[config.mk]
export PLATFORM = sky130hd
export DESIGN_NAME = inst_axi_rd_bridge
export DESIGN_NICKNAME = d
export VERILOG_FILES = /design/src/rtl/cpu_axi_pkg.sv /design/src/rtl/inst_axi_rd_bridge.sv
export SDC_FILE = /design/constraint.sdc
export NUM_CORES = 1
export LEC_CHECK = 0
export BUFFER_PORTS_ARGS = -buffer_cell sky130_fd_sc_hd__buf_2
export CAP_MARGIN = 0
export CELL_PAD_IN_SITES_DETAIL_PLACEMENT = 0
export CELL_PAD_IN_SITES_GLOBAL_PLACEMENT = 2
export CORE_MARGIN = 1
export CORE_UTILIZATION = 19
export DETAILED_ROUTE_END_ITERATION = 6
export GPL_TIMING_DRIVEN = 0
export PLACE_DENSITY_LB_ADDON = 0.08
export SLEW_MARGIN = 0
export SYNTH_ARGS = -nofsm -noshare
export SYNTH_HDL_FRONTEND = slang
export SYNTH_SLANG_ARGS = --single-unit
[constraint.sdc]
create_clock -name clk -period 2.5 [get_ports clk]
set_clock_uncertainty 0.2 [all_clocks]
set_input_delay 0.25 -clock clk [delete_from_list [all_inputs] [get_ports clk]]
set_output_delay 0.25 -clock clk [all_outputs]
set_load 0.02 [all_outputs]
[src/rtl/cpu_axi_pkg.sv]
// cpu_axi_pkg: shared definitions for the core's AXI bridges.
//   - AXI burst/response encodings used by the instruction and data bridges
//   - bridge_state_e: three-state single-outstanding bridge FSM encoding
//   - kseg_translate(): MIPS kseg0/kseg1 virtual-to-physical mapping
package cpu_axi_pkg;

  localparam logic [1:0] AXI_BURST_INCR  = 2'b01;
  localparam logic [1:0] AXI_RESP_OKAY   = 2'b00;
  localparam logic [1:0] AXI_RESP_SLVERR = 2'b10;

  typedef enum logic [1:0] {
    IDLE = 2'd0,
    ADDR = 2'd1,
    DATA = 2'd2
  } bridge_state_e;

  // kseg0 (0x8000_0000) and kseg1 (0xa000_0000) both alias the low 512 MB
  // of physical memory; every other segment is mapped one-to-one here.
  function automatic logic [31:0] kseg_translate(input logic [31:0] addr);
    if (addr[31:30] == 2'b10) begin
      return {3'b000, addr[28:0]};
    end
    return addr;
  endfunction

endpackage

[src/rtl/inst_axi_rd_bridge.sv]
// inst_axi_rd_bridge: SRAM-like instruction fetch port to AXI read (AR/R).
//
// One single-beat read outstanding at a time. The fetch address is
// translated (kseg0/kseg1 -> physical) and captured on acceptance.
//
// Handshakes: an AXI channel transfers on a cycle where valid and ready are
// both high; valid, once raised, stays high with stable payload until that
// transfer. On the SRAM-like side, inst_addr_ok is the accept strobe for the
// request presented in the same cycle, and inst_data_ok marks inst_rdata
// valid for exactly that cycle (inst_rdata is zero otherwise).
//
// Ports:
//   clk, rst            clock, asynchronous active-high reset
//   inst_req/wr/size/addr/wdata/cancel   fetch request side (wdata ignored)
//   inst_addr_ok, inst_data_ok, inst_rdata   fetch response side
//   arid..arvalid, arready                AXI read address channel
//   rid, rdata, rresp, rlast, rvalid, rready  AXI read data channel
//   inst_bus_err        error pulse alongside inst_data_ok
//
// Build option: define INST_AXI_ERR_EN to report SLVERR/DECERR responses on
// inst_bus_err (with the returned word forced to a nop). Without it, rresp is
// ignored and inst_bus_err is tied low.
module inst_axi_rd_bridge
  import cpu_axi_pkg::*;
#(
  parameter int              ID_W     = 4,
  parameter logic [ID_W-1:0] ARID_VAL = '0
) (
  input  logic            clk,
  input  logic            rst,
  input  logic            inst_req,
  input  logic            inst_wr,
  input  logic [1:0]      inst_size,
  input  logic [31:0]     inst_addr,
  input  logic [31:0]     inst_wdata,
  input  logic            inst_cancel,
  output logic            inst_addr_ok,
  output logic            inst_data_ok,
  output logic [31:0]     inst_rdata,
  output logic [ID_W-1:0] arid,
  output logic [31:0]     araddr,
  output logic [7:0]      arlen,
  output logic [2:0]      arsize,
  output logic [1:0]      arburst,
  output logic [1:0]      arlock,
  output logic [3:0]      arcache,
  output logic [2:0]      arprot,
  output logic            arvalid,
  input  logic            arready,
  input  logic [ID_W-1:0] rid,
  input  logic [31:0]     rdata,
  input  logic [1:0]      rresp,
  input  logic            rlast,
  input  logic            rvalid,
  output logic            rready,
  output logic            inst_bus_err
);

  bridge_state_e state;
  logic          drop;     // result of the outstanding read is to be discarded
  logic          r_fire;   // R handshake this cycle
  logic          deliver;  // R handshake whose result goes back to fetch
  logic          err_hit;

  // Constant AR attributes: single-beat incrementing, normal access.
  assign arid    = ARID_VAL;
  assign arlen   = 8'd0;
  assign arburst = AXI_BURST_INCR;
  assign arlock  = 2'b00;
  assign arcache = 4'b0000;
  assign arprot  = 3'b000;

  // rst gating keeps the accept strobe low during reset without a clock.
  assign inst_addr_ok = ~rst & (state == IDLE) & inst_req & ~inst_wr & ~inst_cancel;

  assign r_fire  = (state == DATA) & rready & rvalid;
  // A cancel arriving in the same cycle as the response also discards it.
  assign deliver = r_fire & ~drop & ~inst_cancel;

`ifdef INST_AXI_ERR_EN
  assign err_hit = deliver & rresp[1];
`else
  assign err_hit = 1'b0;
`endif

  assign inst_data_ok = deliver;
  assign inst_bus_err = err_hit;
  assign inst_rdata   = (deliver & ~err_hit) ? rdata : 32'h0000_0000;

  always_ff @(posedge clk or posedge rst) begin
    if (rst) begin
      state   <= IDLE;
      drop    <= 1'b0;
      arvalid <= 1'b0;
      rready  <= 1'b0;
      araddr  <= 32'h0000_0000;
      arsize  <= 3'b000;
    end else begin
      case (state)
        IDLE: begin
          if (inst_addr_ok) begin
            araddr  <= kseg_translate(inst_addr);
            arsize  <= {1'b0, inst_size};
            drop    <= 1'b0;
            arvalid <= 1'b1;
            state   <= ADDR;
          end
        end
        ADDR: begin
          if (inst_cancel) drop <= 1'b1;
          if (arready) begin
            arvalid <= 1'b0;
            rready  <= 1'b1;
            state   <= DATA;
          end
        end
        DATA: begin
          if (inst_cancel) drop <= 1'b1;
          if (rvalid) begin
            rready <= 1'b0;
            state  <= IDLE;
          end
        end
        default: begin
          arvalid <= 1'b0;
          rready  <= 1'b0;
          state   <= IDLE;
        end
      endcase
    end
  end

  // Inputs that carry no information for a single-beat, fixed-ID read.
  logic unused_inputs;
  assign unused_inputs = ^{inst_wdata, rid, rlast, rresp};

endmodule

Yosys cells after proc, flatten, opt, wreduce, memory -nomap -nowiden
Index checks and enable logic that the tools add are counted.

storage, ports and cells
  output and inout bits = 95
  bits of input ports = 112
  bits in registers = 39

cells by class
  bitwise logic cells = 14
  reductions and logical operators = 8
  equality and inequality tests = 7
  mux-type cells = 19

operators with widths
  cell                                                                     count
  32-bit two-way mux                                                       3
  3-bit AND reduction                                                      4
  1-bit two-way mux                                                        9
  1-bit bitwise AND                                                        8
  2-bit two-way mux                                                        3
  2-bit inequality test, second input constant                             3
  1-bit NOT                                                                6
  1-bit one-hot mux with 3 select lines                                    2
  2-bit one-hot mux with 3 select lines                                    1
  2-bit equality test, second input constant                               2
  2-bit by 1-bit equality test with 1-bit output, second input constant    1
  2-bit logical NOT                                                        1
  2-bit by 1-bit inequality test with 1-bit output, second input constant  1
  1-bit one-hot mux with 2 select lines                                    1
  2-bit AND reduction                                                      1
  2-bit nonzero test                                                       1
  2-bit OR reduction                                                       1

Logic depth before layout (Yosys ltp)
Gate-level depths: netlist (run 1).

  depth after elaboration = 8
  depth in mapped cells = 7
  depth with buffers taken out = 5

Worst setup path after synthesis (run 1)
OpenSTA, ideal clock, no wires.

  kind = reg-to-output
  from = reg state[0]
  to = out inst_rdata[22]
  buffers on the path = 1
  cell stages (with the launch flop) = 7
  arrival = 1.609 ns
  path slack = 0.441 ns
  path through = dfrtp_1 > inv_1 > ha_1 > nand4b_1 > nor2_1 > clkbuf_1 > and2_1

on the way
  longest elaborated chain between the ends = 6

RTL lines
  what                             RTL line                   text
  from (decl)                      inst_axi_rd_bridge.sv:59   bridge_state_e state;
  from (signal assigned)           inst_axi_rd_bridge.sv:92   state <= IDLE;
  from (signal assigned)           inst_axi_rd_bridge.sv:106  state <= ADDR;
  from (signal assigned)           inst_axi_rd_bridge.sv:114  state <= DATA;
  2-bit equality test              inst_axi_rd_bridge.sv:76   assign r_fire = (state == DATA) & rready & rvalid;
  1-bit bitwise AND (2 in series)  inst_axi_rd_bridge.sv:76
  1-bit bitwise AND (2 in series)  inst_axi_rd_bridge.sv:78   assign deliver = r_fire & ~drop & ~inst_cancel;
  via inst_data_ok                 inst_axi_rd_bridge.sv:38   output logic inst_data_ok,
  32-bit two-way mux               inst_axi_rd_bridge.sv:88   assign inst_rdata = (deliver & ~err_hit) ? rdata : 32'h0000_0000;
  to (decl)                        inst_axi_rd_bridge.sv:39   output logic [31:0] inst_rdata,

The timed path passes the listed nets, and every way through them passes these cells.

Final worst setup path (run 1)
  from = reg state[0]
  to = out inst_addr_ok

on the way
  longest elaborated chain between the ends = 5

RTL lines
  what                             RTL line                  text
  2-bit logical NOT                inst_axi_rd_bridge.sv:74  assign inst_addr_ok = ~rst & (state == IDLE) & inst_req & ~inst_wr & ~inst_cancel;
  1-bit bitwise AND (4 in series)  inst_axi_rd_bridge.sv:74
  to (decl)                        inst_axi_rd_bridge.sv:37  output logic inst_addr_ok,

No other way between the ends.

==> flow_summary.json, run 1 <==
{
  "status": "finished clean",
  "numCtsBuffers": 5,
  "antenna_left": 0,
  "cts_tree": "built",
  "antenna_found_initial": 0,
  "seq_area_frac_synth_pct": 45.64,
  "vias_per_cell": 3.522,
  "dominantRegCellSynth": "dfrtp_1",
  "firstDrtPassIters": 3,
  "synthAdderAreaFrac_pct": 2.341,
  "clockBufferDepth": 2,
  "initial_core_util_pct": 19.64,
  "hold_viol": 0,
  "cts_root_buffer": "clkbuf_8",
  "rsz0062_at_grt": "false",
  "die_w_um": 108.1,
  "die_y_um": 108.1,
  "die-area_um2": 11680,
  "ys_warn_count": 0,
  "clk_pin_slew_worst_paths_ns": 0.08,
  "synth_top_area_share_pct": 45.64,
  "wirelength_um": 5609,
  "p_total_mw": 2.920,
  "yosys-top-cells-area": "dfrtp_1 (46%), mux2_4 (19%), and2_1 (9.4%)",
  "period_share_pct": 93.22,
  "syn_area_per_cell_um2": 12.43,
  "cp_max_fo": 10,
  "max_freq_mhz": 429.1,
  "netlist_instances": 172,
  "fin_ws_ns": 0.1695,
  "yosys.cell_types.count": 24,
  "cp-start-kind": "flip-flop",
  "end_kind": "primary output",
  "wl_per_cell_um": 10.81,
  "synth_edf_count": 0,
  "drive_gt1_share_pct": 58.05,
  "arrival_ns": 1.88,
  "finalSetupTns_ns": 0,
  "detailed_place_hpwl_um": 4392,
  "yosys_register_bits": 39,
  "drc": 0,
  "cp.required_ns": 2.05,
  "grt.overflow.total": 0,
  "path_class": "reg2out",
  "cts-htree-levels": 2,
  "synth.area.mux_share_pct": 22.64,
  "synth_compound_area_share_pct": 3.101,
  "cts_sinks": 39,
  "grt_pass1_wl_um": 8397,
  "num_rows": 38,
  "grt_pass1_vias": 1689,
  "num_vias": 1828,
  "clock_latency_ns": 0.28,
  "nNetsFinal": 494,
  "grt_util_all_layers_pct": 9.290,
  "synthesis.area_um2": 2138,
  "port_buffers": 142,
  "dp_slack_ns": 0.2280,
  "gp_congestion": 0.6965,
  "async_flop_share_pct": 100.0,
  "leakagePower_nw": 2.041,
  "hold_class": "in2reg",
  "core-area_um2": 10890,
  "drv_slew": 0,
  "cellPowerDensity_nw_per_um2": 821.6,
  "synth_top_family_by_area": "multiplexers",
  "drv_cap": 0,
  "grt_start_max_net_pins": 27,
  "finalSetupViolCount": 0,
  "layout_min_cycle_time_ns": 2.330,
  "ir_drop_v": 0.0004569,
  "netlist.top_cell.by_area": "dfrtp_1",
  "drt-initial-drc-count": 17,
  "n_antenna_cell": 0,
  "io_pins": 207,
  "synthSimpleGateAreaFrac_pct": 12.23,
  "area_growth_pct": 66.18,
  "synth_xor_area_share_pct": 0
}
## placed cells by master (no fill, tap or decap)
| master | netlist | final |
|---|---|---|
| buf_2 | 1 | 144 |
| dfrtp_1 | 39 | 39 |
| and2_1 | 32 | 32 |
| dlygate4sd3_1 | 0 | 32 |
| mux2_4 | 27 | 27 |
| buf_4 | 25 | 26 |
| conb_1 | 2 | 25 |
| mux2_2 | 7 | 7 |
| inv_1 | 7 | 6 |
| o21ai_0 | 6 | 6 |
| clkbuf_8 | 0 | 5 |
| buf_12 | 2 | 3 |
| nor2b_1 | 3 | 3 |
| ha_1 | 4 | 3 |
| buf_6 | 2 | 2 |
| a21oi_1 | 2 | 2 |
| nor3_1 | 2 | 2 |
| clkbuf_2 | 0 | 2 |
| clkbuf_1 | 3 | 2 |
| or4b_1 | 1 | 1 |
| or2_1 | 1 | 1 |
| a211oi_1 | 1 | 1 |
| nand4b_1 | 1 | 1 |
| nor2_4 | 0 | 1 |
| inv_2 | 0 | 1 |
| nand2_1 | 1 | 1 |
| o32a_1 | 1 | 1 |
| o41ai_1 | 1 | 1 |
| ha_2 | 0 | 1 |
| clkinv_2 | 0 | 1 |
## flip-flops by register name (all words and copies together), names as in the netlist
| signal | flops |
|---|---|
| araddr | 32 |
| arsize | 2 |
| state | 2 |
| arvalid | 1 |
| drop | 1 |
| rready | 1 |
## report_power, final
group	leakage, nW	internal [mW]	switching, mW
clock network	0.0422	0.196	0.217
logic	1.52	0.689	0.724
registers	0.479	0.930	0.163
## timing repair
action | 4_1_cts | 5_1_grt
gates resized for setup | 1 | 8
hold buffers | 32 | 0
pin swaps | 0 | 1
buffers inserted | 0 | 1
cloned | 0 | 0
setup endpoints to repair | 29 | 30
hold endpoints to repair | 44 | 0
## cells by family after synthesis
logic type / after synthesis
and+or+nand+nor: 42
buffers and inverters: 40
DFF: 39
muxes: 34
AOI/OAI and AO/OA: 11
adders and majority gates: 4
other: 2
## critical path: stages (launching register included)
cell and delay [ns]:
dfrtp_1 0.40, inv_1 0.11, ha_1 0.22, inv_1 0.12, or2_1 0.25, buf_6 0.15, buf_6 0.15, inv_1 0.05
buf_2 0.15
## cell type report
cell class / instances / area, um2
fill: 1141 / 7335
timing repair buffer: 176 / 1059
sequential: 39 / 975.9
multi-input combinational: 116 / 965.9
buffer: 33 / 270.3
tap: 140 / 175.2
clock buffer: 7 / 76.32
inverter: 7 / 26.28
clock inverter: 1 / 5.005
## cells in the mapped netlist (2+ instances only)
cell,count
a21oi_1,2
and2_1,32
buf_12,2
buf_4,25
buf_6,2
clkbuf_1,3
conb_1,2
dfrtp_1,39
ha_1,4
inv_1,7
mux2_2,7
mux2_4,27
nor2b_1,3
nor3_1,2
o21ai_0,6
## per-stage QoR
| stage | area, um2 | utilization, % | std cells | hold slack (ns) |
|---|---|---|---|---|
| after CTS | 3535 | 32.46 | 518 | 0.007788 |
| after detailed placement | 3131 | 28.75 | 478 | 0.05554 |
| final | 3553 | 32.64 | 519 | 0.01963 |
| after global routing | 3553 | 32.64 | 519 | 0.04952 |
| after global placement | 3110 | 28.57 | 477 | 0.2823 |
| after floorplan | 2225 | - | 195 | 0.1860 |
## per-layer routing
layer / GRT usage [%] / routed length, um
met2: 15.01 / 2618
met5: 0 / 0
met3: 3.677 / 619
met1: 11.59 / 2325
met4: 2.055 / 46
## path summary, 6_finish.rpt
kind                                       start                      to  slack, ns  cells after the start
max reg2reg                 state[0]$_DFFE_PP0P_   araddr[9]$_DFFE_PP0P_       0.50                      7
min reg2reg                araddr[1]$_DFFE_PP0P_   araddr[1]$_DFFE_PP0P_       0.30                      1
min in group asynchronous                    rst  araddr[29]$_DFFE_PP0P_       0.30                      3
max                         state[0]$_DFFE_PP0P_            inst_addr_ok       0.17                      8
max in group asynchronous                    rst  araddr[28]$_DFFE_PP0P_       1.35                      4
min                                inst_addr[31]  araddr[31]$_DFFE_PP0P_       0.02                      3
(Power assumes the default switching activity.)
==> run 2, diff against run 1 <==
ABC_AREA = 1   (was default)
CORE_UTILIZATION = 17   (was 19)
==> flow_summary.json, run 2 <==
{
  "end_kind": "primary output",
  "switching_share_pct": 39.52,
  "drt-initial-drc-count": 49,
  "min_to": "araddr[30]$_DFFE_PP0P_",
  "cp-start-kind": "flip-flop",
  "yosys-top-cells-count": "nand2_1 (100), inv_1 (42), dfrtp_1 (39)",
  "drv_slew": 0,
  "status": "finished clean",
  "n_antenna_cell": 0,
  "rsz0062_at_grt": "false",
  "yosys.cell_types.count": 22,
  "grt_pass1_wl_um": 9446,
  "numCtsBuffers": 5,
  "worst_path_largest_cell_delay_ns": 0.40,
  "layout_common_cells": "buf_2 (142), nand2_1 (100), inv_1 (42)",
  "nFillCells": 1416,
  "cp_max_fo": 10,
  "synth_edf_count": 0,
  "top_regs": "araddr (32), arsize (2), state (2)",
  "worstHoldStart": "inst_addr[30]",
  "core-area_um2": 12620,
  "port_buffers": 142,
  "fin_ws_ns": 0.2512,
  "synthesis.area_um2": 2196,
  "dominantRegCellSynth": "dfrtp_1",
  "clock_latency_ns": 0.27,
  "netlist.top_cell.by_area": "dfrtp_1",
  "detailed_place_hpwl_um": 4693,
  "netlist_instances": 287,
  "drc": 0,
  "initial_core_util_pct": 17.40,
  "cts_tree": "built",
  "whs_path_depth": 3,
  "cellPowerDensity_nw_per_um2": 759.3,
  "gp_congestion": 0.6627,
  "layout_min_cycle_time_ns": 2.249,
  "finalSetupViolCount": 0,
  "yosys_register_bits": 39,
  "hold_ws_ns": 0.02377,
  "grt.overflow.total": 0,
  "die_w_um": 115.7,
  "largest_register_ffs": 32,
  "r2r_start": "state[0]$_DFFE_PP0P_",
  "power_frac_comb_pct": 41.8,
  "p_int_mw": 1.697,
  "wirelength_um": 6343,
  "vias_per_cell": 3.421,
  "synth_top_area_share_pct": 44.44,
  "synth.most_common_cell": "nand2_1",
  "clk_pin_slew_worst_paths_ns": 0.05,
  "num_rows": 41,
  "firstDrtPassIters": 4,
  "dp_slack_ns": -0.03462,
  "seq_area_frac_synth_pct": 44.44,
  "path_class": "reg2out",
  "cts-htree-levels": 2,
  "ys_warn_count": 0,
  "clockBufferDepth": 2,
  "fin_area_um2": 3696,
  "area_growth_pct": 68.32,
  "cp_cell_sequence": "inv_1, ha_1, nand2_2, nor2_8, buf_8, buf_2",
  "cpMaxStageDelayCell": "dfrtp_1",
  "grt_start_max_net_pins": 40,
  "antenna_found_initial": 0,
  "io_pins": 207,
  "cp.required_ns": 2.05,
  "wl_per_cell_um": 9.538,
  "period_share_pct": 89.95,
  "die-area_um2": 13370,
  "grt_pass1_vias": 1957,
  "hold_class": "in2reg",
  "p_seq_share_pct": 36.2,
  "arrival_ns": 1.80,
  "antenna_left": 0,
  "async_flop_share_pct": 100.0,
  "num_vias": 2275,
  "final_cells": 665,
  "hold_viol": 0,
  "p_switching_mw": 1.109,
  "syn_area_per_cell_um2": 7.651,
  "p_clk_share_pct": 22.0,
  "cts_root_buffer": "clkbuf_16",
  "final_common_cell": "buf_2",
  "ir_drop_v": 0.0003547,
  "dpl_cell_area_um2": 3208,
  "cts_sinks": 39,
  "r2r_cells": 8,
  "drv_cap": 0,
  "top_register": "araddr",
  "reg2reg_slack_ns": 0.77,
  "placed_cells_incl_taps": 624,
  "nNetsFinal": 608,
  "die_y_um": 115.7,
  "max_freq_mhz": 444.7,
  "leakagePower_nw": 2.318,
  "drive_gt1_share_pct": 40.97,
  "yosys-top-cells-area": "dfrtp_1 (44%), nand2_1 (17%), buf_4 (8.5%)",
  "grt_util_all_layers_pct": 9.298,
  "r2r-end": "araddr[14]$_DFFE_PP0P_"
}
[run 2: changes by cell type in the layout (fill, tap and decap cells not counted), moves of 4 or more]
| cell | change |
|---|---|
| nand2_1 | +99 |
| inv_1 | +36 |
| nor2_1 | +35 |
| and2_1 | -32 |
| mux2_4 | -27 |
| nand2_2 | +10 |
| mux2_2 | -7 |
| buf_6 | +6 |
| clkbuf_16 | +5 |
| clkbuf_8 | -5 |
| nand3_1 | +4 |
[run 2: critical path, delay by kind of cell, from the launching register on]
kind | cells | cell delay [ns]
buffers and inverters | 3 | 0.48
flip-flops | 1 | 0.40
adder cells (fa/ha/maj) | 1 | 0.28
AND/OR/NAND/NOR | 2 | 0.36
[run 2: how the worst max path moves through the flow]
stage	start	end	cells after the start	slack (ns)
after CTS	state[0]$_DFFE_PP0P_	inst_addr_ok	6	0.20
after global routing	state[0]$_DFFE_PP0P_	inst_addr_ok	6	0.11
after floorplan	state[0]$_DFFE_PP0P_	inst_rdata[10]	7	0.51
after detailed placement	rst	inst_addr_ok	6	-0.03
after global placement	rst	inst_addr_ok	6	-0.04
final	state[0]$_DFFE_PP0P_	inst_addr_ok	6	0.25
[run 2: power groups by stage]
stage / Sequential [mW] / Clock (mW) / Combinational [mW]
floorplan: 1.32 / 0 / 0.434
CTS: 1.02 / 0.661 / 1.19
global route: 1.05 / 0.673 / 1.29
finish: 1.02 / 0.617 / 1.17
global placement: 1.02 / 0 / 1.16
detailed placement: 1.02 / 0 / 1.15
[run 2: through the flow]
stage / TNS (ns) / utilization (%) / total power, mW
detailed placement: -0.03462 / 25.42 / 2.170
global placement: -0.04037 / 25.42 / 2.173
finish: 0 / 29.29 / 2.806
CTS: 0 / 29.29 / 2.876
floorplan: 0 / - / 1.757
global route: 0 / 29.29 / 3.013
[run 2: cell type report]
cell class | count | area (um2) | share of cell area, %
Timing Repair Buffer | 175 | 1059 | 28.64
Sequential cell | 39 | 975.9 | 26.40
Multi-Input combinational cell | 191 | 840.8 | 22.75
Buffer | 34 | 292.8 | 7.921
Tap cell | 172 | 215.2 | 5.823
Inverter | 46 | 175.2 | 4.739
Clock buffer | 7 | 132.6 | 3.588
Clock inverter | 1 | 5.005 | 0.1354
[run 2: kinds of logic after synthesis]
family | count (synthesis) | synth area share [%]
buffers and inverters | 80 | 21.20
AOI/OAI and AO/OA | 7 | 1.709
other | 2 | 0.3420
and+or+nand+nor | 155 | 30.03
adders and majority gates | 4 | 2.279
DFF | 39 | 44.44
[run 2: what timing repair did]
item                                    4_1_cts  5_1_grt
hold buffers                                 33        0
setup buffers                                 0        0
endpoints found under the setup margin        1        0
endpoints found under the hold margin        70        0
resized for setup                             1        0
[run 2: per-layer routing]
| metal | share of wire, % | wire length [um] | track usage [%] | vias to the layer above |
|---|---|---|---|---|
| li1 | - | - | - | 1188 |
| met1 | 43 | 2696 | 10.77 | 964 |
| met2 | 46 | 2911 | 16.13 | 118 |
| met3 | 10 | 660 | 3.243 | 5 |
| met4 | 1.2 | 74 | 2.821 | 0 |
| met5 | 0 | 0 | 0 | - |
